[config.mk]
export PLATFORM = sky130hd
export DESIGN_NAME = mem_req_arbiter
export DESIGN_NICKNAME = d
export VERILOG_FILES = /design/src/rtl/mem_arb_pkg.sv /design/src/rtl/mem_arb_rr_pick.sv /design/src/rtl/mem_req_arbiter.sv
export SDC_FILE = /design/constraint.sdc
export NUM_CORES = 1
export LEC_CHECK = 0
export BUFFER_PORTS_ARGS = -buffer_cell sky130_fd_sc_hd__buf_2
export CORE_AREA = 5 5 152 154
export DETAILED_ROUTE_END_ITERATION = 8
export DIE_AREA = 0 0 157 159
export SETUP_SLACK_MARGIN = 0.15
export SLEW_MARGIN = 20
export SYNTH_ARGS = -nofsm -noshare
export SYNTH_HDL_FRONTEND = slang
export SYNTH_SLANG_ARGS = --single-unit
[constraint.sdc]
create_clock -name clk -period 3.8 [get_ports clk]
set_input_delay 0.76 -clock clk [delete_from_list [all_inputs] [get_ports clk]]
set_output_delay 0.76 -clock clk [all_outputs]
set_load 0.01 [all_outputs]
[src/rtl/mem_arb_pkg.sv]
// Shared types and defaults for the memory request arbiter, plus the check macro that
// mem_req_arbiter uses only when MEM_ARB_ASSERT_EN is defined.
`ifndef MEM_ARB_ASSERT
`define MEM_ARB_ASSERT(cond, msg) assert (cond) else $fatal(1, msg);
`endif

package assert_def;
    localparam bit ASSERT_FATAL = 1'b1;
endpackage

package mem_arb_pkg;
    import assert_def::*;

    typedef enum logic {
        ARB_IDLE = 1'b0,
        ARB_BUSY = 1'b1
    } arb_state_t;

    localparam int ARB_NUM_PORTS      = 4;
    localparam int ARB_ADDR_W         = 32;
    localparam int ARB_DATA_W         = 32;
    localparam int ARB_TIMEOUT_CYCLES = 255;
endpackage

[src/rtl/mem_arb_rr_pick.sv]
// Round-robin picker: first eligible port at or after rr_ptr, wrapping modulo NUM_PORTS.
module mem_arb_rr_pick
    import mem_arb_pkg::*;
#(
    parameter int NUM_PORTS = ARB_NUM_PORTS,
    localparam int IDX_W = $clog2(NUM_PORTS)
) (
    input  logic [NUM_PORTS-1:0] eligible,
    input  logic [IDX_W-1:0]     rr_ptr,
    output logic                 any_valid,
    output logic [IDX_W-1:0]     pick_idx
);

    logic [2*NUM_PORTS-2:0] dbl;
    logic [NUM_PORTS-1:0]   rot;
    logic [IDX_W-1:0]       offset;
    logic [IDX_W:0]         sum;

    // Doubling the vector lets a single part-select rotate rr_ptr to bit 0.
    assign dbl = {eligible[NUM_PORTS-2:0], eligible};
    assign rot = dbl[rr_ptr +: NUM_PORTS];

    always_comb begin
        offset = '0;
        for (int k = NUM_PORTS - 1; k >= 0; k--) begin
            if (rot[k]) begin
                offset = IDX_W'(k);
            end
        end
    end

    always_comb begin
        any_valid = |eligible;
        sum = {1'b0, rr_ptr} + {1'b0, offset};
        if (sum >= (IDX_W + 1)'(NUM_PORTS)) begin
            sum = sum - (IDX_W + 1)'(NUM_PORTS);
        end
        pick_idx = sum[IDX_W-1:0];
    end

endmodule

[src/rtl/mem_req_arbiter.sv]
// Round-robin arbiter sharing one memory port among NUM_PORTS requesters.
// Optional simulation checks are compiled in when MEM_ARB_ASSERT_EN is defined.
module mem_req_arbiter
    import mem_arb_pkg::*;
#(
    parameter int NUM_PORTS      = ARB_NUM_PORTS,
    parameter int ADDR_W         = ARB_ADDR_W,
    parameter int DATA_W         = ARB_DATA_W,
    parameter int TIMEOUT_CYCLES = ARB_TIMEOUT_CYCLES
) (
    input  logic                        clk,
    input  logic                        rst,
    input  logic [NUM_PORTS-1:0]        req_valid,
    input  logic [NUM_PORTS-1:0]        req_wr,
    input  logic [NUM_PORTS*ADDR_W-1:0] req_addr,
    input  logic [NUM_PORTS*DATA_W-1:0] req_wr_data,
    output logic [NUM_PORTS-1:0]        req_ack,
    output logic [DATA_W-1:0]           rsp_rd_data,
    output logic                        mem_req,
    output logic                        mem_wr,
    output logic [ADDR_W-1:0]           mem_addr,
    output logic [DATA_W-1:0]           mem_wr_data,
    input  logic                        mem_ack,
    input  logic [DATA_W-1:0]           mem_rd_data,
    output logic                        busy,
    output logic                        timeout_err
);

    // state    | meaning
    // ARB_IDLE | no transaction; arbitrate among eligible ports each cycle
    // ARB_BUSY | grantee's request latched on the memory port, waiting for mem_ack

    localparam int IDX_W = $clog2(NUM_PORTS);
    localparam int CNT_W = (TIMEOUT_CYCLES > 0) ? $clog2(TIMEOUT_CYCLES + 1) : 1;

    arb_state_t           state;
    arb_state_t           state_nxt;
    logic [IDX_W-1:0]     rr_ptr;
    logic [IDX_W-1:0]     gnt_idx;
    logic [IDX_W-1:0]     pick_idx;
    logic                 any_valid;
    logic [NUM_PORTS-1:0] eligible;
    logic [CNT_W-1:0]     tmo_cnt;
    logic                 grant;
    logic                 complete;

    // The port acked this cycle still shows its old valid; keep it out of the race.
    assign eligible = req_valid & ~req_ack;

    mem_arb_rr_pick #(
        .NUM_PORTS(NUM_PORTS)
    ) u_rr_pick (
        .eligible (eligible),
        .rr_ptr   (rr_ptr),
        .any_valid(any_valid),
        .pick_idx (pick_idx)
    );

    always_ff @(posedge clk) begin
        if (rst) begin
            state <= ARB_IDLE;
        end else begin
            state <= state_nxt;
        end
    end

    always_comb begin
        state_nxt = state;
        case (state)
            ARB_IDLE: if (any_valid) state_nxt = ARB_BUSY;
            ARB_BUSY: if (mem_ack)   state_nxt = ARB_IDLE;
            default:                 state_nxt = ARB_IDLE;
        endcase
    end

    always_comb begin
        mem_req  = (state == ARB_BUSY);
        busy     = (state == ARB_BUSY);
        grant    = (state == ARB_IDLE) && any_valid;
        complete = (state == ARB_BUSY) && mem_ack;
    end

    always_ff @(posedge clk) begin
        if (rst) begin
            rr_ptr      <= '0;
            gnt_idx     <= '0;
            mem_wr      <= 1'b0;
            mem_addr    <= '0;
            mem_wr_data <= '0;
            req_ack     <= '0;
            rsp_rd_data <= '0;
            tmo_cnt     <= '0;
            timeout_err <= 1'b0;
        end else begin
            req_ack <= '0;
            if (grant) begin
                gnt_idx     <= pick_idx;
                mem_wr      <= req_wr[pick_idx];
                mem_addr    <= req_addr[pick_idx*ADDR_W +: ADDR_W];
                mem_wr_data <= req_wr_data[pick_idx*DATA_W +: DATA_W];
                tmo_cnt     <= '0;
            end
            if (state == ARB_BUSY) begin
                if (int'(tmo_cnt) < TIMEOUT_CYCLES) begin
                    tmo_cnt <= tmo_cnt + 1'b1;
                end
                if (TIMEOUT_CYCLES != 0 && int'(tmo_cnt) == TIMEOUT_CYCLES - 1) begin
                    timeout_err <= 1'b1;
                end
            end
            if (complete) begin
                req_ack     <= NUM_PORTS'(1) << gnt_idx;
                rsp_rd_data <= mem_rd_data;
                rr_ptr      <= (gnt_idx == IDX_W'(NUM_PORTS - 1)) ? '0 : gnt_idx + 1'b1;
            end
        end
    end

`ifdef MEM_ARB_ASSERT_EN
    logic [NUM_PORTS-1:0] prev_valid;
    logic [NUM_PORTS-1:0] prev_ack;
    logic                 prev_busy;
    logic                 prev_wr;
    logic [ADDR_W-1:0]    prev_addr;
    logic [DATA_W-1:0]    prev_wdata;

    always_ff @(posedge clk) begin
        if (rst) begin
            prev_valid <= '0;
            prev_ack   <= '0;
            prev_busy  <= 1'b0;
            prev_wr    <= 1'b0;
            prev_addr  <= '0;
            prev_wdata <= '0;
        end else begin
            prev_valid <= req_valid;
            prev_ack   <= req_ack;
            prev_busy  <= busy;
            prev_wr    <= mem_wr;
            prev_addr  <= mem_addr;
            prev_wdata <= mem_wr_data;
        end
    end

    always @(posedge clk) begin
        if (!rst) begin
            `MEM_ARB_ASSERT(!$isunknown(req_valid) && !$isunknown(mem_ack), "mem_req_arbiter: unknown req_valid or mem_ack")
            `MEM_ARB_ASSERT(state != ARB_BUSY || !$isunknown(mem_rd_data), "mem_req_arbiter: unknown mem_rd_data while busy")
            `MEM_ARB_ASSERT($onehot0(req_ack), "mem_req_arbiter: req_ack not one-hot")
            `MEM_ARB_ASSERT(!(state == ARB_IDLE && mem_ack), "mem_req_arbiter: mem_ack while idle")
            `MEM_ARB_ASSERT((prev_valid & ~req_valid & ~(prev_ack | req_ack)) == '0, "mem_req_arbiter: req_valid dropped before req_ack")
            `MEM_ARB_ASSERT(!(prev_busy && busy) || (mem_wr == prev_wr && mem_addr == prev_addr && mem_wr_data == prev_wdata), "mem_req_arbiter: latched request changed while busy")
        end
    end
`endif

endmodule
======== Word-level counts from Yosys, hierarchy flattened ========
Cells that the tools add are included.
operators by class
  add/subtract/negate cells ............... 4
  multipliers ............................. 0
  divide/modulo/power cells ............... 0
  order comparisons ....................... 3
  equality and inequality tests ........... 2
  shift-type cells ........................ 4
  multiplexer cells ....................... 14
  bitwise operators ....................... 4
  reductions and logical operators ........ 5
operators with widths
  cell                                                         count
  variable part select 128 x 8 -> 32 bit                       2
  2-to-1 mux 8 bit                                             3
  2-to-1 mux 2 bit                                             6
  adder 8 x 1 -> 8 bit (second input constant)                 1
  == test 8 x 2 -> 1 bit (second input constant)               1
  less-than comparator 8 bit (second input constant)           1
  variable part select 7 x 3 -> 4 bit                          1
  AND 4 bit                                                    1
  NOT 4 bit                                                    1
  OR reduction 4 bit                                           1
  left shift 1 x 2 -> 4 bit (first input constant)             1
  adder 2 x 2 -> 3 bit                                         1
  >= comparator 3 bit (second input constant)                  1
  less-than comparator 2 x 3 -> 1 bit (second input constant)  1
  2-to-1 mux 1 bit                                             3
  adder 2 x 1 -> 2 bit (second input constant)                 1
  binary-select mux 1 bit (select 2 bit)                       1
  == test 2 bit (second input constant)                        1
  logical AND 1 bit                                            2
  NOT 1 bit                                                    2
  case mux 1 bit (2 select lines)                              1
  AND reduction 2 bit                                          1
  OR reduction 2 bit                                           1
  subtractor 2 x 1 -> 2 bit (second input constant)            1
word-level totals
  register bits after elaboration ......... 115
  bits in latches ......................... 0
  bits in writable memories ............... 0
  memory bits (read-only) ................. 0
  input port bits ......................... 299
  output and inout bits ................... 104
  word-level logic and storage cells ...... 46
  memories ................................ 0

======== Depth between registers and ports, before layout ========
  depth after elaboration ................. 12
  mapped depth ............................ 14
  mapped depth without buffers ............ 11

======== Cells and area by module ========
Synthesis repeated with hierarchy kept, for this count alone.
unflattened totals
  cells, all modules ...................... 413
  area total of the unflattened synthesis .. 5460.2 µm²
by module, submodules not included
  module           times used  cells an instance  area an instance (µm²)
  mem_req_arbiter  1           386                5281.3
  mem_arb_rr_pick  1           27                 178.9

======== Worst setup path before layout ========
Ideal clock, no wire load.
  path type ............................... input to register
  from .................................... in req_valid[3]
  to ...................................... reg mem_wr_data[11]
  data arrival time ....................... 3.374 ns
  path slack .............................. 0.309 ns
  stages on the path ...................... 13
  path buffers ............................ 4
  cell sequence ........................... nor2b_1 a21o_1 nor2_1 o22a_1 o32ai_1 ha_1 clkbuf_1 buf_2 buf_2 buf_1 mux2i_1 nand4_1 a32o_1
on the way
  cells in the longest elaborated chain, start to end .. 10
  elaborated cells on any way between the ends .. 13
  classes of those cells .................. add/sub (2); order compare (1); shift (2); mux (5); bitwise (1); reduce/logical (2)
RTL lines
  item                                                                     line                                          source
  start, declared                                                          mem_req_arbiter.sv:13                         input logic [NUM_PORTS-1:0] req_valid,
  AND 4 bit *                                                              mem_req_arbiter.sv:48                         assign eligible = req_valid & ~req_ack;
  variable part select 7 x 3 -> 4 bit *                                    mem_arb_rr_pick.sv:21                         assign rot = dbl[rr_ptr +: NUM_PORTS];
  2-to-1 mux 2 bit (3 in a row)                                            mem_arb_rr_pick.sv:26                         if (rot[k]) begin
  2-to-1 mux 2 bit *                                                       mem_arb_rr_pick.sv:26
  adder 2 x 2 -> 3 bit *                                                   mem_arb_rr_pick.sv:34                         sum = {1'b0, rr_ptr} + {1'b0, offset};
  >= comparator 3 bit / subtractor 2 x 1 -> 2 bit (equally long branches)  mem_arb_rr_pick.sv:35, mem_arb_rr_pick.sv:36
  2-to-1 mux 2 bit *                                                       mem_arb_rr_pick.sv:35                         if (sum >= (IDX_W + 1)'(NUM_PORTS)) begin
  net pick_idx[0]                                                          mem_req_arbiter.sv:40                         logic [IDX_W-1:0] pick_idx;
  variable part select 128 x 8 -> 32 bit *                                 mem_req_arbiter.sv:100                        mem_wr_data <= req_wr_data[pick_idx*DATA_W +: DATA_W];
  end signal, assigned                                                     mem_req_arbiter.sv:100
  end, declared                                                            mem_req_arbiter.sv:22                         output logic [DATA_W-1:0] mem_wr_data,
The timed path passes the listed nets; every way through them passes the cells marked *.
A chain may end at the register's enable or synchronous reset.

======== Worst setup path after layout ========
  from .................................... reg rr_ptr[0]
  to ...................................... reg mem_wr_data[8]
on the way
  cells in the longest elaborated chain, start to end .. 9
  elaborated cells on any way between the ends .. 10
  classes of those cells .................. add/sub (2); order compare (1); shift (2); mux (5)
RTL lines
  item                                                                     line                                          source
  start, declared                                                          mem_req_arbiter.sv:38                         logic [IDX_W-1:0] rr_ptr;
  start signal, assigned                                                   mem_req_arbiter.sv:114                        rr_ptr <= (gnt_idx == IDX_W'(NUM_PORTS - 1)) ? '0 : gnt_idx + 1'b1;
  variable part select 7 x 3 -> 4 bit                                      mem_arb_rr_pick.sv:21
  2-to-1 mux 2 bit (4 in a row)                                            mem_arb_rr_pick.sv:26
  adder 2 x 2 -> 3 bit *                                                   mem_arb_rr_pick.sv:34
  >= comparator 3 bit / subtractor 2 x 1 -> 2 bit (equally long branches)  mem_arb_rr_pick.sv:35, mem_arb_rr_pick.sv:36
  2-to-1 mux 2 bit *                                                       mem_arb_rr_pick.sv:35
  variable part select 128 x 8 -> 32 bit *                                 mem_req_arbiter.sv:100
Every way passes the cells marked *; elsewhere a longest branch is shown, timed or not.

==> reports/metrics.csv <==
stage,metric,value,unit
clock_tree,clk_latency,410,ps
synth,ys_types,44,
timing,fin_skew,10.5,ps
worst_setup_path,cp.required,4100,ps
synth,ys_seq_area_share,35.2,%
worst_setup_path,r2r-end,mem_wr_data[8]$_SDFFE_PP0P_,
die,core_area,0.0216,mm2
power_and_ir_drop,p_int,3.10,mW
place,port_buffers,402,
timing,fin_setup_tns,0,ps
worst_setup_path,reg2regPathDepth,12,
final_layout,drive_gt1_share,58.4,%
timing,period_needed,3300,ps
clock_tree,cts_tree,yes,
synth,syn_nets,952,
detailed_routing,vias,6839,
die,die_height,159,um
min_path,hold_class,register to register,
detailed_routing,drt_wl_total,24.3,mm
power_and_ir_drop,swShare,32.6,%
final_layout,fin_area,0.00952,mm2
grt,grt_pass1_vias,6742,
final_layout,seqCellArea,0.00230,mm2
grt,antenna_found_initial,0,
clock_tree,hold_buffers,0,
clock_tree,numCtsBuffers,17,
timing,period_share,87.0,%
die,initial_core_util,30.3,%
place,place_congestion,0.805,
timing,hold_viol,0,
clock_tree,post-cts-setup-buffers,0,
power_and_ir_drop,seq_power_share,30.9,%
worst_setup_path,path_cells,and3b_1 > a21o_1 > nor2_1 > o22a_1 > o32ai_1 > ha_4 > nor2b_1 > o31a_1 > nor4_4 > buf_12 > nand4_1 > a32o_1,
final_layout,synthToLayoutAreaGrowth,45.6,%
synth,synth_top_cell_area_share,35.2,%
power_and_ir_drop,vdd_ir_drop_max,0.000272,V
power_and_ir_drop,power_leakage,4.48,nW
clock_tree,ctsResizeCount,0,
final_layout,mostFrequentLayoutCell,buf_2,
final_layout,fillCellCount,2121,
timing,rsz0062_at_grt,no,
grt,grt_usage,18.3,%
worst_setup_path,reg2reg_from,rr_ptr[0]$_SDFFE_PP0P_,
grt,grt_pass1_wl,36.8,mm
synth,yosysWarnings,0,
clock_tree,h-tree-depth,4,
min_path,hold_path_end,mem_addr[29]$_SDFFE_PP0P_,
power_and_ir_drop,p_comb_share,33.6,%
synth,ys_ff_latch,115,
power_and_ir_drop,pwr-share-clk,35.5,%
die,die_w,157,um
timing,max_slew_margin,59.5,%
synth,yosys-top-cells-area,"dfxtp_1, mux2_2, mux2i_1, a32o_1, a31o_2",
die,placementRows,54,
timing,report.final.slew_viol_count,0,
min_path,hp-start,mem_addr[29]$_SDFFE_PP0P_,
die,fp.dieArea,0.0250,mm2
grt,overflow,0,
run,drv_cap,0,
synth,synth_area,0.00654,mm2
worst_setup_path,cp_max_fo,75,
timing,fmax,303,MHz
synth,syn_area_per_cell,10.1,um2
final_layout,final_cell_mix,"buf_2, dfxtp_1, nand4_1, mux2i_1",
worst_setup_path,start_kind,register,
place,dp_hpwl,18.6,mm
worst_setup_path,cp_num_buf_inv,1,
worst_setup_path,critPathKind,register to register,
synth,synth_top_area_cell,dfxtp_1,
grt,grt_max_degree,76,
clock_tree,clock-root-buffer,clkbuf_16,
detailed_routing,vias_per_cell,5.23,
detailed_routing,ant_nets,0,
worst_setup_path,reg2reg_slack,500,ps
worst_setup_path,cp_data_arrival_time,3600,ps
detailed_routing,drtIter0Drc,323,
synth,synthCells,649,
power_and_ir_drop,p_switching,1.50,mW
status,status,"finished, final reports clean",
min_path,hold_depth,1,
timing,setup_viol,0,
final_layout,multi_input_area,0.00394,mm2
power_and_ir_drop,powerDensity,484,mW/mm2
worst_setup_path,end_kind,register,
detailed_routing,drtPass1Iterations,4,
clock_tree,clk_pin_slew,60,ps
worst_setup_path,slowest_stage,dfxtp_1,
die,ios,403,
detailed_routing,wl_per_cell,18.6,um
worst_setup_path,cpPeakStageDelay,560,ps
detailed_routing,drcViolationCount,0,
clock_tree,clockBufferDepth,2,
worst_setup_path,cp_top_family,compound AO/OA/AOI/OAI gates,
clock_tree,clock_sinks,115,
place,placed_area,0.00891,mm2
timing,worst_pin_slew,601,ps
final_layout,layout.nets,1316,
stage by stage:
stage	setup slack [ps]	cells	power [mW]	hold WS [ps]	utilization, %
6_report	496	1307	4.60	459	44.2
4_1_cts	524	1306	4.68	463	44.2
2_1_floorplan	309	649	2.43	443	-
3_3_place_gp	215	1274	3.01	443	41.3
3_5_place_dp	176	1274	3.02	449	41.3
5_1_grt	302	1306	4.86	472	44.2
how the worst max path moves through the flow:
stage	depth (start not counted)	start	endpoint	slack (ps)
floorplan	13	req_valid[3]	mem_wr_data[11]$_SDFFE_PP0P_	310
global placement	13	req_valid[3]	mem_addr[7]$_SDFFE_PP0P_	220
detailed placement	13	req_valid[3]	mem_wr_data[8]$_SDFFE_PP0P_	180
CTS	12	rr_ptr[0]$_SDFFE_PP0P_	mem_wr_data[8]$_SDFFE_PP0P_	520
global route	12	rr_ptr[0]$_SDFFE_PP0P_	mem_wr_data[8]$_SDFFE_PP0P_	300
finish	12	rr_ptr[0]$_SDFFE_PP0P_	mem_wr_data[8]$_SDFFE_PP0P_	500
synthesized netlist by cell type (all sizes together):
| cell type | n |
|---|---|
| a211oi | 1 |
| a21o | 2 |
| a21oi | 2 |
| a22o | 34 |
| a31o | 65 |
| a31oi | 1 |
| a32o | 65 |
| a32oi | 2 |
| and3 | 2 |
| and3b | 1 |
| and4 | 1 |
| buf | 30 |
| clkbuf | 52 |
| dfxtp | 115 |
| ha | 4 |
| inv | 3 |
| mux2 | 65 |
| mux2i | 66 |
| nand2 | 7 |
| nand2b | 7 |
| nand3 | 6 |
| nand3b | 1 |
| nand4 | 68 |
| nor2 | 21 |
| nor2b | 3 |
| nor3 | 3 |
| nor3b | 2 |
| nor4 | 2 |
| o2111a | 1 |
| o21a | 2 |
| o21ai | 2 |
| o22a | 1 |
| o31a | 1 |
| o31ai | 1 |
| o32ai | 1 |
| or2 | 1 |
| or3 | 1 |
| or3b | 1 |
| xnor2 | 3 |
| xor2 | 3 |
flip-flops by register name (all words and copies together) (netlist names):
signal       count
busy             1
tmo_cnt          8
mem_wr_data     32
rsp_rd_data     32
mem_addr        32
rr_ptr           2
req_ack          4
mem_wr           1
timeout_err      1
gnt_idx          2
cells by family (layout without fill, tap and decap cells):
logic type	count (synthesis)	after routing	share of synthesized area [%]
AOI/OAI and AO/OA	181	181	25.1
and+or+nand+nor	127	127	11.4
muxes	131	131	21.3
buffers and inverters	85	462	5.41
xor gates and xnor gates	6	6	0.804
other	0	1	0
DFF	115	115	35.2
adders and majority gates	4	4	0.765
final cells by class:
cell class / count / share of cell area [%]
multi-input combinational: 449 / 41.3
timing repair buffer: 427 / 24.3
sequential: 115 / 24.2
clock buffer: 17 / 4.47
tap: 280 / 3.68
clock inverter: 15 / 1.91
inverter: 3 / 0.118
antenna: 1 / 0.0263
power groups by stage:
stage                     Combinational, mW  Clock, mW  Sequential [mW]
after global placement                 1.56          0             1.45
after CTS                              1.57       1.68             1.43
after global routing                   1.67       1.75             1.44
after floorplan                       0.926          0             1.50
after detailed placement               1.57          0             1.45
final                                  1.55       1.63             1.42
worst reg2reg max path, delay by kind of cell, from the launching register on:
kind,cells,cell delay (ps)
AO/OA/AOI/OAI,5,1030
adder cells (fa/ha/maj),1,230
buffers and inverters,1,320
flip-flops,1,560
AND/OR/NAND/NOR,5,1060
per-layer routing:
metal  wire (um)  GRT usage [%]
met5           0              0
met1        9810           21.9
met2       12100           31.5
met4         583           6.11
met3        1890           4.81
Note: power is estimated with default switching activity, not from simulation.
